`config.mk`:
```
export PLATFORM = sky130hd
export DESIGN_NAME = cosinus_arbiter
export DESIGN_NICKNAME = d
export VERILOG_FILES = /design/src/rtl/cosinus_arbiter.sv
export SDC_FILE = /design/constraint.sdc
export NUM_CORES = 1
export LEC_CHECK = 0
export BUFFER_PORTS_ARGS = -buffer_cell sky130_fd_sc_hd__buf_2
export CAP_MARGIN = 20
export CORE_ASPECT_RATIO = 0.5
export CORE_MARGIN = 2
export CORE_UTILIZATION = 35
export DETAILED_ROUTE_END_ITERATION = 16
export GPL_TIMING_DRIVEN = 0
export PLACE_DENSITY = 0.66
export SETUP_SLACK_MARGIN = 0.1
export SLEW_MARGIN = 5
export SYNTH_ARGS = -nofsm -noshare
export SYNTH_HDL_FRONTEND = slang
export SYNTH_SLANG_ARGS = --single-unit
```
`constraint.sdc`:
```
create_clock -name clk -period 3.67 [get_ports clk]
set_input_delay 0.367 -clock clk [delete_from_list [all_inputs] [get_ports clk]]
set_output_delay 0.367 -clock clk [all_outputs]
set_load 0.01 [all_outputs]
```
`src/rtl/cosinus_arbiter.sv`:
```
// cosinus_arbiter
//
// Shares a single Cosinus datapath among NREQ requesters using round-robin
// arbitration. The winner's operands are latched and presented to the unit
// with a one-cycle start pulse. The arbiter then waits for the unit's ready
// flag. The captured result is returned to the winner together with a
// one-cycle one-hot ack.
//
// Build option: define COS_TIMEOUT_EN to add a WAIT-state watchdog. When the
// unit has not raised ready after TIMEOUT_CYCLES cycles in WAIT, the arbiter
// completes the transaction with rsp_result=0 and rsp_err=1. This option also
// adds the TIMEOUT_CYCLES parameter and the rsp_err port.
//
// Ports:
//   clk, rst          rising-edge clock, asynchronous active-high reset
//   req               per-requester request level
//   req_x, req_y      flattened operands, slice i = [i*W +: W]
//   ack               one-hot completion pulse, one cycle
//   rsp_result        result, valid while ack != 0
//   rsp_id            index of the acked requester
//   rsp_err           (COS_TIMEOUT_EN only) watchdog expiry flag, valid with ack
//   busy              high in every state except IDLE
//   cos_start         start pulse to the Cosinus unit
//   cos_x, cos_y      operands to the unit, stable from ISSUE through WAIT
//   cos_ready         unit done/idle flag
//   cos_result        unit result

module cosinus_arbiter #(
  parameter int NREQ = 4,
  parameter int XW   = 10,
  parameter int YW   = 8,
  parameter int RW   = 10
`ifdef COS_TIMEOUT_EN
  , parameter int TIMEOUT_CYCLES = 64
`endif
) (
  input  logic                   clk,
  input  logic                   rst,
  input  logic [NREQ-1:0]        req,
  input  logic [NREQ*XW-1:0]     req_x,
  input  logic [NREQ*YW-1:0]     req_y,
  output logic [NREQ-1:0]        ack,
  output logic [RW-1:0]          rsp_result,
  output logic [$clog2(NREQ)-1:0] rsp_id,
`ifdef COS_TIMEOUT_EN
  output logic                   rsp_err,
`endif
  output logic                   busy,
  output logic                   cos_start,
  output logic [XW-1:0]          cos_x,
  output logic [YW-1:0]          cos_y,
  input  logic                   cos_ready,
  input  logic [RW-1:0]          cos_result
);

  localparam int IW = $clog2(NREQ);

  typedef enum logic [2:0] {
    S_IDLE,
    S_ISSUE,
    S_ARM,
    S_WAIT,
    S_RESP
  } state_t;

  state_t          state_reg, state_next;
  logic [IW-1:0]   last_reg;      // most recent grant, arbitration starts after it
  logic [IW-1:0]   g_reg;         // requester owning the current transaction
  logic [RW-1:0]   result_reg;
  logic            grant_found;
  logic [IW-1:0]   grant_idx;
  logic            wait_done;

  logic [XW-1:0]   x_slice [NREQ];
  logic [YW-1:0]   y_slice [NREQ];

  // Unpack the flattened operand buses and build the one-hot ack.
  generate
    for (genvar gi = 0; gi < NREQ; gi++) begin : g_req
      assign x_slice[gi] = req_x[gi*XW +: XW];
      assign y_slice[gi] = req_y[gi*YW +: YW];
      assign ack[gi]     = (state_reg == S_RESP) && (g_reg == IW'(gi));
    end
  endgenerate

  // Round-robin pick: first set bit scanning last+1, last+2, ... modulo NREQ.
  // The scan ends at last itself, so a lone requester can be re-granted.
  always_comb begin
    int idx;
    grant_found = 1'b0;
    grant_idx   = last_reg;
    idx         = 0;
    for (int k = 1; k <= NREQ; k++) begin
      idx = int'(last_reg) + k;
      if (idx >= NREQ) begin
        idx = idx - NREQ;
      end
      if (!grant_found && req[idx[IW-1:0]]) begin
        grant_found = 1'b1;
        grant_idx   = idx[IW-1:0];
      end
    end
  end

`ifdef COS_TIMEOUT_EN
  localparam int CW = $clog2(TIMEOUT_CYCLES + 1);
  logic [CW-1:0] wait_cnt_reg;
  logic          timeout_hit;

  // wait_cnt_reg counts WAIT cycles already spent. Expiry at TIMEOUT_CYCLES-1
  // places ack exactly TIMEOUT_CYCLES cycles after WAIT entry.
  assign timeout_hit = (wait_cnt_reg == CW'(TIMEOUT_CYCLES - 1));
  assign wait_done   = cos_ready || timeout_hit;
`else
  assign wait_done   = cos_ready;
`endif

  // Next-state logic.
  always_comb begin
    state_next = state_reg;
    case (state_reg)
      S_IDLE:  if (grant_found) state_next = S_ISSUE;
      S_ISSUE: state_next = S_ARM;
      S_ARM:   state_next = S_WAIT;   // ready is ignored for this cycle
      S_WAIT:  if (wait_done) state_next = S_RESP;
      S_RESP:  state_next = S_IDLE;
      default: state_next = S_IDLE;
    endcase
  end

  always_ff @(posedge clk or posedge rst) begin
    if (rst) begin
      state_reg  <= S_IDLE;
      last_reg   <= IW'(NREQ - 1);
      g_reg      <= '0;
      result_reg <= '0;
      cos_x      <= '0;
      cos_y      <= '0;
`ifdef COS_TIMEOUT_EN
      wait_cnt_reg <= '0;
      rsp_err      <= 1'b0;
`endif
    end else begin
      state_reg <= state_next;
      case (state_reg)
        S_IDLE: begin
          if (grant_found) begin
            g_reg    <= grant_idx;
            last_reg <= grant_idx;
            cos_x    <= x_slice[grant_idx];
            cos_y    <= y_slice[grant_idx];
          end
        end
`ifdef COS_TIMEOUT_EN
        S_ARM: begin
          wait_cnt_reg <= '0;
        end
        S_WAIT: begin
          wait_cnt_reg <= wait_cnt_reg + 1'b1;
          if (cos_ready) begin
            result_reg <= cos_result;
            rsp_err    <= 1'b0;
          end else if (timeout_hit) begin
            result_reg <= '0;
            rsp_err    <= 1'b1;
          end
        end
`else
        S_WAIT: begin
          if (cos_ready) begin
            result_reg <= cos_result;
          end
        end
`endif
        default: ;
      endcase
    end
  end

  // Decoded from the state register so that an asynchronous reset clears
  // these outputs immediately.
  assign cos_start  = (state_reg == S_ISSUE);
  assign busy       = (state_reg != S_IDLE);
  assign rsp_result = result_reg;
  assign rsp_id     = g_reg;

endmodule

```
==> impl_metrics.json, run 1 <==
{
  "status": "complete, no violations",
  "gr-usage-all-layers_pct": 18.9,
  "die_y_um": 59.9,
  "grt_overflow_total": 0,
  "yosys_warnings": 0,
  "fin_nets": 461,
  "cts_buffer_depth": 2,
  "ys_seq_area_share_pct": 40.2,
  "reg2regPathDepth": 6,
  "hold_violations": 0,
  "grt_pass1_wl_um": 10200,
  "die_w_um": 116,
  "dieArea_um2": 6940,
  "r2r_setup_slack_ns": 1.70,
  "drt-pass1-iter-count": 4,
  "syn_area_per_cell_um2": 9.08,
  "grt_max_degree": 36,
  "row_count": 20,
  "worstReg2RegEnd": "cos_x[1]$_DFFE_PP0P_",
  "layout_commonest_cell": "buf_2",
  "antenna_cells": 0,
  "synth_cell_types": 33,
  "antenna_left": 0,
  "worst_path_max_delay_cell": "dfstp_2",
  "start_kind": "flop",
  "wire_per_inst_um": 14.1,
  "htree_levels": 2,
  "io_pins": 125,
  "syn-instance-count": 241,
  "worstPathMaxFanout": 10,
  "antenna_found_initial": 0,
  "fin_setup_tns_ns": 0,
  "wl_um": 6510,
  "gp_congestion": 0.771,
  "worstPathCellList": "nand2b_1, o21ai_1, o21ai_2, nand2_1, clkbuf_1, o211ai_1",
  "cts_buffers": 5,
  "drive_above_1_share_pct": 42.1,
  "cts-root-buf": "clkbuf_16",
  "worstSetupEndpointType": "flop",
  "relSlewSlack_pct": 50.3,
  "power.density_nw_per_um2": 783,
  "p_leak_nw": 1.60,
  "drc": 0,
  "tightest_slew_ns": 0.744,
  "rsz0062_at_grt": "false",
  "hold_buffers": 0,
  "post_cts_buffers": 0,
  "arrival_ns": 2.16,
  "vias": 2340,
  "tritoncts": "yes",
  "cp_slowest_stage_delay_ns": 0.57,
  "portBuffers": 124,
  "hold_ws_ns": 0.214,
  "synth_area_um2": 2190,
  "viasPerCell": 5.08,
  "r2r-start": "last_reg[0]$_DFFE_PP1P_",
  "core_um2": 6060,
  "insertion_delay_ns": 0.28,
  "max_freq_ghz": 0.508,
  "drt_iter0_drc": 102,
  "ir_drop_mv": 0.278,
  "dp_hpwl_um": 4840,
  "mostFrequentLayoutCells": "133 x buf_2, 57 x nand2_1, 33 x dfrtp_1",
  "clkSinkCount": 35,
  "drv_slew": 0,
  "syn_nets": 330,
  "grt_pass1_vias": 2266,
  "area_growth_pct": 42.2,
  "worstSetupStartpoint": "last_reg[0]$_DFFE_PP1P_",
  "start_util_pct": 36.1,
  "ys_ff_latch": 35,
  "setup_viol": 0,
  "post_cts_resize_count": 0,
  "post-route-period-util_pct": 53.7,
  "period_minus_slack_ns": 1.97,
  "clkSlewWorstSetupHoldPaths_ns": 0.06,
  "finClkSkew_ns": 0.00914,
  "max-cap-violations": 0,
  "required_ns": 3.87,
  "worstSetupPathType": "reg2reg",
  "hp-class": "in2async"
}
==> synthesized netlist by cell type <==
master / instances / share of area (%)
nand4b_1: 1 / 0.40
o21ai_2: 2 / 0.80
a21oi_4: 1 / 0.74
o31ai_1: 18 / 6.2
nand2_1: 57 / 9.8
nand2b_1: 4 / 1.1
nor3b_1: 2 / 0.69
dfrtp_1: 33 / 38
a21o_1: 1 / 0.34
o21a_1: 1 / 0.34
nor2b_1: 1 / 0.29
clkbuf_1: 7 / 1.2
and3_1: 2 / 0.57
nor3_4: 1 / 0.74
nor3_1: 1 / 0.23
a21oi_2: 1 / 0.40
dfstp_2: 2 / 2.4
nor2_1: 8 / 1.4
buf_4: 2 / 0.69
inv_1: 2 / 0.34
nor2b_2: 1 / 0.40
nand4_1: 18 / 5.1
buf_2: 9 / 2.1
o21ai_1: 2 / 0.46
mux2i_1: 18 / 8.2
o211ai_2: 2 / 1.1
o21bai_1: 1 / 0.34
o211ai_1: 16 / 5.5
or3_1: 1 / 0.29
a211o_1: 18 / 7.2
a21oi_1: 3 / 0.69
buf_6: 3 / 1.5
and2_1: 2 / 0.57
==> metrics by stage <==
step                total power [mW]  setup WS, ns  cells  cell area [µm²]  util (%)
finish                          2.44          1.70    461             3110      51.4
detailed placement              1.89          1.68    453             2920      48.2
CTS                             2.46          1.68    461             3110      51.4
global placement                1.85          1.74    453             2920      48.2
floorplan                       1.49          1.95    241             2190         -
global route                    2.62          1.51    461             3110      51.4
==> power by group <==
part / switching (mW) / total [mW] / internal, mW
Clock: 0.167 / 0.556 / 0.389
Combinational: 0.683 / 1.18 / 0.500
Sequential: 0.117 / 0.697 / 0.580
==> per-layer routing <==
metal | GRT usage (%) | wire length (µm) | up-vias
li1 | - | - | 1155
met1 | 22.9 | 2770 | 1106
met4 | 4.42 | 72 | 0
met2 | 35.1 | 3340 | 71
met5 | 0 | 0 | -
met3 | 4.06 | 332 | 8
==> worst max-delay path by stage <==
stage,slack (ns),end,cells past startpoint
finish,1.70,cos_x[1]$_DFFE_PP0P_,6
global route,1.51,cos_y[3]$_DFFE_PP0P_,6
CTS,1.68,cos_x[1]$_DFFE_PP0P_,6
detailed placement,1.68,cos_x[1]$_DFFE_PP0P_,6
global placement,1.74,cos_x[2]$_DFFE_PP0P_,6
floorplan,1.95,cos_y[4]$_DFFE_PP0P_,7
==> cell families (layout without fill, tap and decap cells) <==
| kind of cell | after synthesis | count (layout) | synth area share, % |
|---|---|---|---|
| flops | 35 | 35 | 40.2 |
| simple gates | 99 | 99 | 21.6 |
| compound gates | 66 | 66 | 24.1 |
| mux | 18 | 18 | 8.24 |
| buf+inv | 23 | 155 | 5.84 |
==> worst max-delay path, delay by kind of cell (launching register included) <==
family	cells	cell delay [ns]
and+or+nand+nor	2	0.32
buffers and inverters	1	0.27
DFF	1	0.57
AOI/OAI and AO/OA	3	0.73
==> area by class of cell <==
type                            instances  area (µm²)
Buffer                                 21         120
Clock buffer                            5         125
Clock inverter                          3        67.6
Fill cell                             604        2950
Inverter                                2        7.51
Multi-Input combinational cell        183        1180
Sequential cell                        35         878
Tap cell                               88         110
Timing Repair Buffer                  124         621
No activity file was read; power rests on OpenSTA's default activity.
==> inputs of run 2 (changes only) <==
Settings changed: ABC_AREA set to 1, PLACE_DENSITY 0.66 to 0.67.
Clock period 3.67 ns to 1.74 ns, I/O delays scaled along.
==> run 2 against run 1 <==
Against the previous run: the flow now finishes with violations (negative setup slack); worst hold slack worse by 0.19 ns; utilization is 13 points higher; combinational power grew to 7.7 times the previous value; setup slack worse by 1.9 ns; synthesized cell count is 59% higher; fmax hardly changed; clock skew is 0.0063 ns lower; sequential power is 120% higher; die area is 12% higher; register-to-register slack worse by 1.9 ns; power grew to 4.8 times the previous value; highest routed layer unchanged.
==> impl_metrics.json, run 2 <==
{
  "status": "complete, but fails checks",
  "violations": "negative setup slack",
  "dp_hpwl_um": 5800,
  "power.density_nw_per_um2": 2680,
  "mostFrequentLayoutCells": "126 x buf_2, 92 x nand2_1, 75 x nand3_1",
  "antenna_cells": 0,
  "arrival_ns": 2.14,
  "vias": 3174,
  "ys_top_cells_by_count": "131 x nand2_1, 112 x nand3_1, 48 x inv_1",
  "insertion_delay_ns": 0.28,
  "antenna_found_initial": 0,
  "synth_most_common_cell": "nand2_1",
  "core_um2": 6750,
  "cts_buffers": 5,
  "setup_viol": 22,
  "tritoncts": "yes",
  "fin_nets": 633,
  "synth-edff-count": 0,
  "fin_setup_tns_ns": -4.26,
  "yosysTopAreaCell": "dfrtp_1",
  "required_ns": 1.91,
  "start_util_pct": 36.6,
  "hp-class": "in2async",
  "p_leak_nw": 2.47,
  "start_kind": "flop",
  "drt_iter0_drc": 137,
  "cts-root-buf": "clkbuf_16",
  "pre_cts_ws_ns": -0.294,
  "worstSetupPathType": "reg2reg",
  "grt_max_degree": 36,
  "hold_buffers": 0,
  "grt_pass1_vias": 2926,
  "area_growth_pct": 77.0,
  "die_w_um": 123,
  "dieArea_um2": 7790,
  "synth_area_um2": 2470,
  "die_y_um": 63.4,
  "syn_area_per_cell_um2": 6.43,
  "gr-usage-all-layers_pct": 22.5,
  "max_freq_ghz": 0.508,
  "ir_drop_mv": 1.19,
  "pwr-share-seq_pct": 12.8,
  "fin_area_um2": 4370,
  "antenna_left": 0,
  "drv_slew": 0,
  "place_area_um2": 3260,
  "relSlewSlack_pct": 49.7,
  "hold_ws_ns": 0.0218,
  "row_count": 21,
  "power_frac_comb_pct": 77.1,
  "syn-instance-count": 384,
  "max-cap-violations": 0,
  "post-route-period-util_pct": 113,
  "n_fill_cell": 567,
  "synth_cell_types": 24,
  "netSwitchingPower_mw": 5.70,
  "grt_overflow_total": 0,
  "worstPathMaxFanout": 6,
  "syn_nets": 473,
  "io_pins": 125,
  "cts_buffer_depth": 2,
  "gp_congestion": 0.806,
  "period_minus_slack_ns": 1.97,
  "fin_ws_ns": -0.230,
  "wire_per_inst_um": 14.4,
  "netlist_top_cells_area": "dfrtp_1 33%, nand3_1 23%, nand2_1 20%",
  "drc": 0,
  "worstSetupEndpointType": "flop",
  "finClkSkew_ns": 0.00289,
  "rsz0062_at_grt": "true",
  "clkSlewWorstSetupHoldPaths_ns": 0.06,
  "synth_top_area_share_pct": 33.4,
  "portBuffers": 124,
  "htree_levels": 2,
  "layout_commonest_cell": "buf_2",
  "grt_pass1_wl_um": 13600,
  "power_mw": 11.7,
  "drive_above_1_share_pct": 51.4,
  "clockPowerShare_pct": 10.1,
  "drt-pass1-iter-count": 4,
  "clkSinkCount": 35,
  "hold_violations": 0,
  "ys_async_sr_fraction_pct": 100,
  "yosys_warnings": 0,
  "tightest_slew_ns": 0.754,
  "wl_um": 9160,
  "ys_seq_area_share_pct": 35.6,
  "internal-power_mw": 6.01,
  "synthFlopType": "dfrtp_1",
  "viasPerCell": 4.98,
  "switching_share_pct": 48.7,
  "ys_ff_latch": 35
}
## run 2: cell families after synthesis
kind of cell           after synthesis  synth area share (%)
AO/OA/AOI/OAI                        9                  2.03
buffers and inverters               72                  13.1
flip-flops                          35                  35.6
AND/OR/NAND/NOR                    268                  49.3
## run 2: what timing repair did
| action | in CTS | in global routing |
|---|---|---|
| setup endpoints to repair | 22 | 25 |
| cloned | 5 | 5 |
| buffers inserted | 16 | 4 |
| resized for setup | 89 | 75 |
| pin swaps | 16 | 35 |
## run 2: area by class of cell
| cell class | instances | area, µm² | share of cell area (%) |
|---|---|---|---|
| Buffer | 20 | 241 | 5.52 |
| Clock buffer | 5 | 125 | 2.86 |
| Clock inverter | 3 | 67.6 | 1.55 |
| Inverter | 52 | 228 | 5.21 |
| Multi-Input combinational cell | 278 | 1780 | 40.7 |
| Sequential cell | 35 | 878 | 20.1 |
| Tap cell | 92 | 115 | 2.63 |
| Timing Repair Buffer | 152 | 938 | 21.5 |
## run 2: power by group through the flow
| stage | Clock, mW | Combinational [mW] | Sequential [mW] |
|---|---|---|---|
| 6_report | 1.18 | 9.03 | 1.50 |
| 5_1_grt | 1.24 | 9.75 | 1.54 |
| 4_1_cts | 1.18 | 7.36 | 1.49 |
| 3_5_place_dp | 0 | 5.46 | 1.50 |
| 3_3_place_gp | 0 | 5.42 | 1.49 |
| 2_1_floorplan | 0 | 3.86 | 1.63 |
## run 2: per-stage QoR
| stage | utilization (%) | cells |
|---|---|---|
| floorplan | - | 384 |
| global placement | 48.3 | 600 |
| detailed placement | 48.3 | 600 |
| CTS | 58.6 | 628 |
| global route | 64.7 | 637 |
| finish | 64.7 | 637 |
## run 2: final timing paths
check | from | to | slack, ns | cells past startpoint
worst max-delay path | last_reg[0]$_DFFE_PP1P_ | cos_y[2]$_DFFE_PP0P_ | -0.23 | 14
worst min-delay path | rst | rsp_result[1]$_DFFE_PP0P_ | 0.02 | 2
worst max register to register | last_reg[0]$_DFFE_PP1P_ | cos_y[2]$_DFFE_PP0P_ | -0.23 | 14
worst min register to register | cos_x[7]$_DFFE_PP0P_ | cos_x[7]$_DFFE_PP0P_ | 0.47 | 2
max in group asynchronous | rst | cos_y[3]$_DFFE_PP0P_ | 1.24 | 2
min in group clk | cos_result[3] | rsp_result[3]$_DFFE_PP0P_ | 0.08 | 3
## run 2: critical path: stages (launching register included)
cell	delay, ns
dfstp_2	0.54
buf_12	0.14
buf_6	0.13
nand2_4	0.06
nand3_4	0.09
nand2_4	0.09
nand2_8	0.12
nand2_4	0.06
nand2_2	0.06
nand2_2	0.07
nand2_4	0.14
buf_6	0.16
nand3_2	0.07
nand3_2	0.08
nand2_1	0.05
## run 2: per-layer routing
layer	global-route usage, %	vias to the layer above	routed length (µm)
met1	29.2	1510	3900
li1	-	1557	-
met4	4.60	0	119
met2	37.8	93	4630
met5	0	-	0
met3	5.71	14	504
==> inputs of run 3 (changes only) <==
Settings changed: CTS_BUF_LIST set to sky130_fd_sc_hd__clkbuf_4.
==> run 3 against run 2 <==
Against the previous run: the flow still finishes with violations (negative setup slack); first-iteration DRC count fell by 0.73%; flip-flop and latch count unchanged; clock skew is 0.013 ns higher; register-to-register slack about the same; clock power fell by 36%; sequential share of layout area is 0.22 points lower; critical endpoint is now cos_y[4]$_DFFE_PP0P_; highest routed layer unchanged.
==> impl_metrics.json, run 3 (synthesized netlist as in run 2, its figures left out) <==
{
  "antenna_found_initial": 0,
  "start_util_pct": 36.6,
  "portBuffers": 124,
  "p_leak_nw": 2.48,
  "worstPathMaxFanout": 7,
  "grt_overflow_total": 0,
  "drive_above_1_share_pct": 51.5,
  "status": "complete, but fails checks",
  "die_y_um": 63.4,
  "drc": 0,
  "cts_buffer_depth": 2,
  "cts_buffers": 5,
  "place_area_um2": 3260,
  "rsz0062_at_grt": "true",
  "max-cap-violations": 0,
  "cts-root-buf": "clkbuf_4",
  "area_growth_pct": 79.0,
  "clkSlewWorstSetupHoldPaths_ns": 0.13,
  "fin_nets": 643,
  "power_mw": 11.4,
  "die_w_um": 123,
  "arrival_ns": 2.23,
  "min_to": "rsp_result[8]$_DFFE_PP0P_",
  "start_kind": "flop",
  "clkSinkCount": 35,
  "pre_cts_ws_ns": -0.294,
  "io_pins": 125,
  "relSlewSlack_pct": 49.7,
  "insertion_delay_ns": 0.35,
  "wl_um": 9170,
  "power.density_nw_per_um2": 2580,
  "htree_levels": 2,
  "drt_iter0_drc": 136,
  "hold_depth": 5,
  "reg2regPathDepth": 12,
  "ir_drop_mv": 1.02,
  "setup_viol": 22,
  "tritoncts": "yes",
  "post-route-period-util_pct": 113,
  "vias": 3202,
  "mostFrequentLayoutCells": "125 x buf_2, 91 x nand2_1, 69 x nand3_1",
  "wire_per_inst_um": 14.2,
  "drt-pass1-iter-count": 4,
  "worstReg2RegEnd": "cos_y[4]$_DFFE_PP0P_",
  "gr-usage-all-layers_pct": 23.0,
  "row_count": 21,
  "layout_commonest_cell": "buf_2",
  "r2r-start": "last_reg[1]$_DFFE_PP1P_",
  "grt_pass1_vias": 3004,
  "utilization_pct": 65.5,
  "hold_violations": 0,
  "gp_congestion": 0.806,
  "grt_pass1_wl_um": 13800,
  "tightest_slew_ns": 0.753,
  "n_fill_cell": 573,
  "dp_hpwl_um": 5800,
  "period_minus_slack_ns": 1.97,
  "viasPerCell": 4.95,
  "finClkSkew_ns": 0.0154,
  "core_um2": 6750,
  "worstSetupPathType": "reg2reg",
  "fin_ws_ns": -0.232,
  "antenna_left": 0,
  "antenna_cells": 0,
  "hp-start": "cos_ready",
  "hp-class": "in2reg",
  "r2r_setup_slack_ns": -0.23,
  "max_freq_ghz": 0.507,
  "fin_area_um2": 4420,
  "dieArea_um2": 7790,
  "grt_max_degree": 36,
  "worstSetupEndpointType": "flop",
  "drv_slew": 0,
  "violations": "negative setup slack",
  "required_ns": 2.00
}
## run 3: cell types whose count changed in the layout (fill, tap and decap cells not counted), moves of 2 or more
cell	before	now
nand3_1	75	69
buf_6	22	19
buf_4	11	14
dlygate4sd3_1	0	11
nand3_4	6	8
nand3_2	34	38
clkbuf_16	8	2
nand2_2	20	22
clkbuf_4	0	5
## run 3: layout make-up
cell class / instances / area [µm²] / share of cell area [%]
well taps: 92 / 115 / 2.60
inverters: 52 / 228 / 5.15
repair buffers: 162 / 1030 / 23.4
clock buffers: 5 / 37.5 / 0.849
flip-flops and latches: 35 / 878 / 19.9
multi-input cells: 278 / 1820 / 41.3
plain buffers: 20 / 235 / 5.32
clock inverters: 3 / 67.6 / 1.53
## run 3: per-stage QoR
step / cells / TNS [ns] / hold slack [ns]
2_1_floorplan: 384 / -0.260 / 0.284
3_3_place_gp: 600 / -5.45 / 0.370
3_5_place_dp: 600 / -5.40 / 0.353
4_1_cts: 638 / -2.94 / 0.00245
5_1_grt: 647 / -6.39 / 0.145
6_report: 647 / -4.24 / 0.143
## run 3: how the worst max path moves through the flow
stage	start	to	slack (ns)	depth (start not counted)
after floorplan	last_reg[0]$_DFFE_PP1P_	cos_x[7]$_DFFE_PP0P_	-0.02	15
after global placement	last_reg[0]$_DFFE_PP1P_	cos_x[7]$_DFFE_PP0P_	-0.29	12
after detailed placement	last_reg[0]$_DFFE_PP1P_	cos_y[2]$_DFFE_PP0P_	-0.29	12
after CTS	last_reg[0]$_DFFE_PP1P_	cos_y[1]$_DFFE_PP0P_	-0.18	14
after global routing	last_reg[0]$_DFFE_PP1P_	cos_y[2]$_DFFE_PP0P_	-0.32	15
final	last_reg[1]$_DFFE_PP1P_	cos_y[4]$_DFFE_PP0P_	-0.23	12
## run 3: layer usage
metal | track usage, % | vias up | routed length [µm]
met5 | 0 | - | 0
met4 | 5.75 | 0 | 78
met3 | 5.71 | 8 | 583
met1 | 29.2 | 1524 | 3850
li1 | - | 1570 | -
met2 | 39.0 | 100 | 4660
## run 3: power by group
part           internal (mW)  leakage [nW]  switching, mW
registers               1.25         0.428          0.265
logic                   3.97          2.00           5.18
clock network          0.447        0.0514          0.309
total                   5.66          2.48           5.75
## run 3: critical path: stages (launching register included)
cell       delay [ns]
dfstp_2          0.62
inv_2            0.12
nand2_2          0.10
nand2_4          0.07
nand2_4          0.08
nand2_4          0.07
nand2_8          0.12
nand3_4          0.18
clkbuf_16        0.21
nand3_1          0.09
nand3_2          0.09
nand3_1          0.08
nand2_1          0.05
## run 3: what timing repair did
item                                   4_1_cts  5_1_grt
buffers inserted                            15        4
endpoints found under the hold margin       41        2
hold buffers                                 9        2
resized for setup                           95       72
setup endpoints to repair                   22       26
cloned                                       6        3
pin swaps                                   20       19
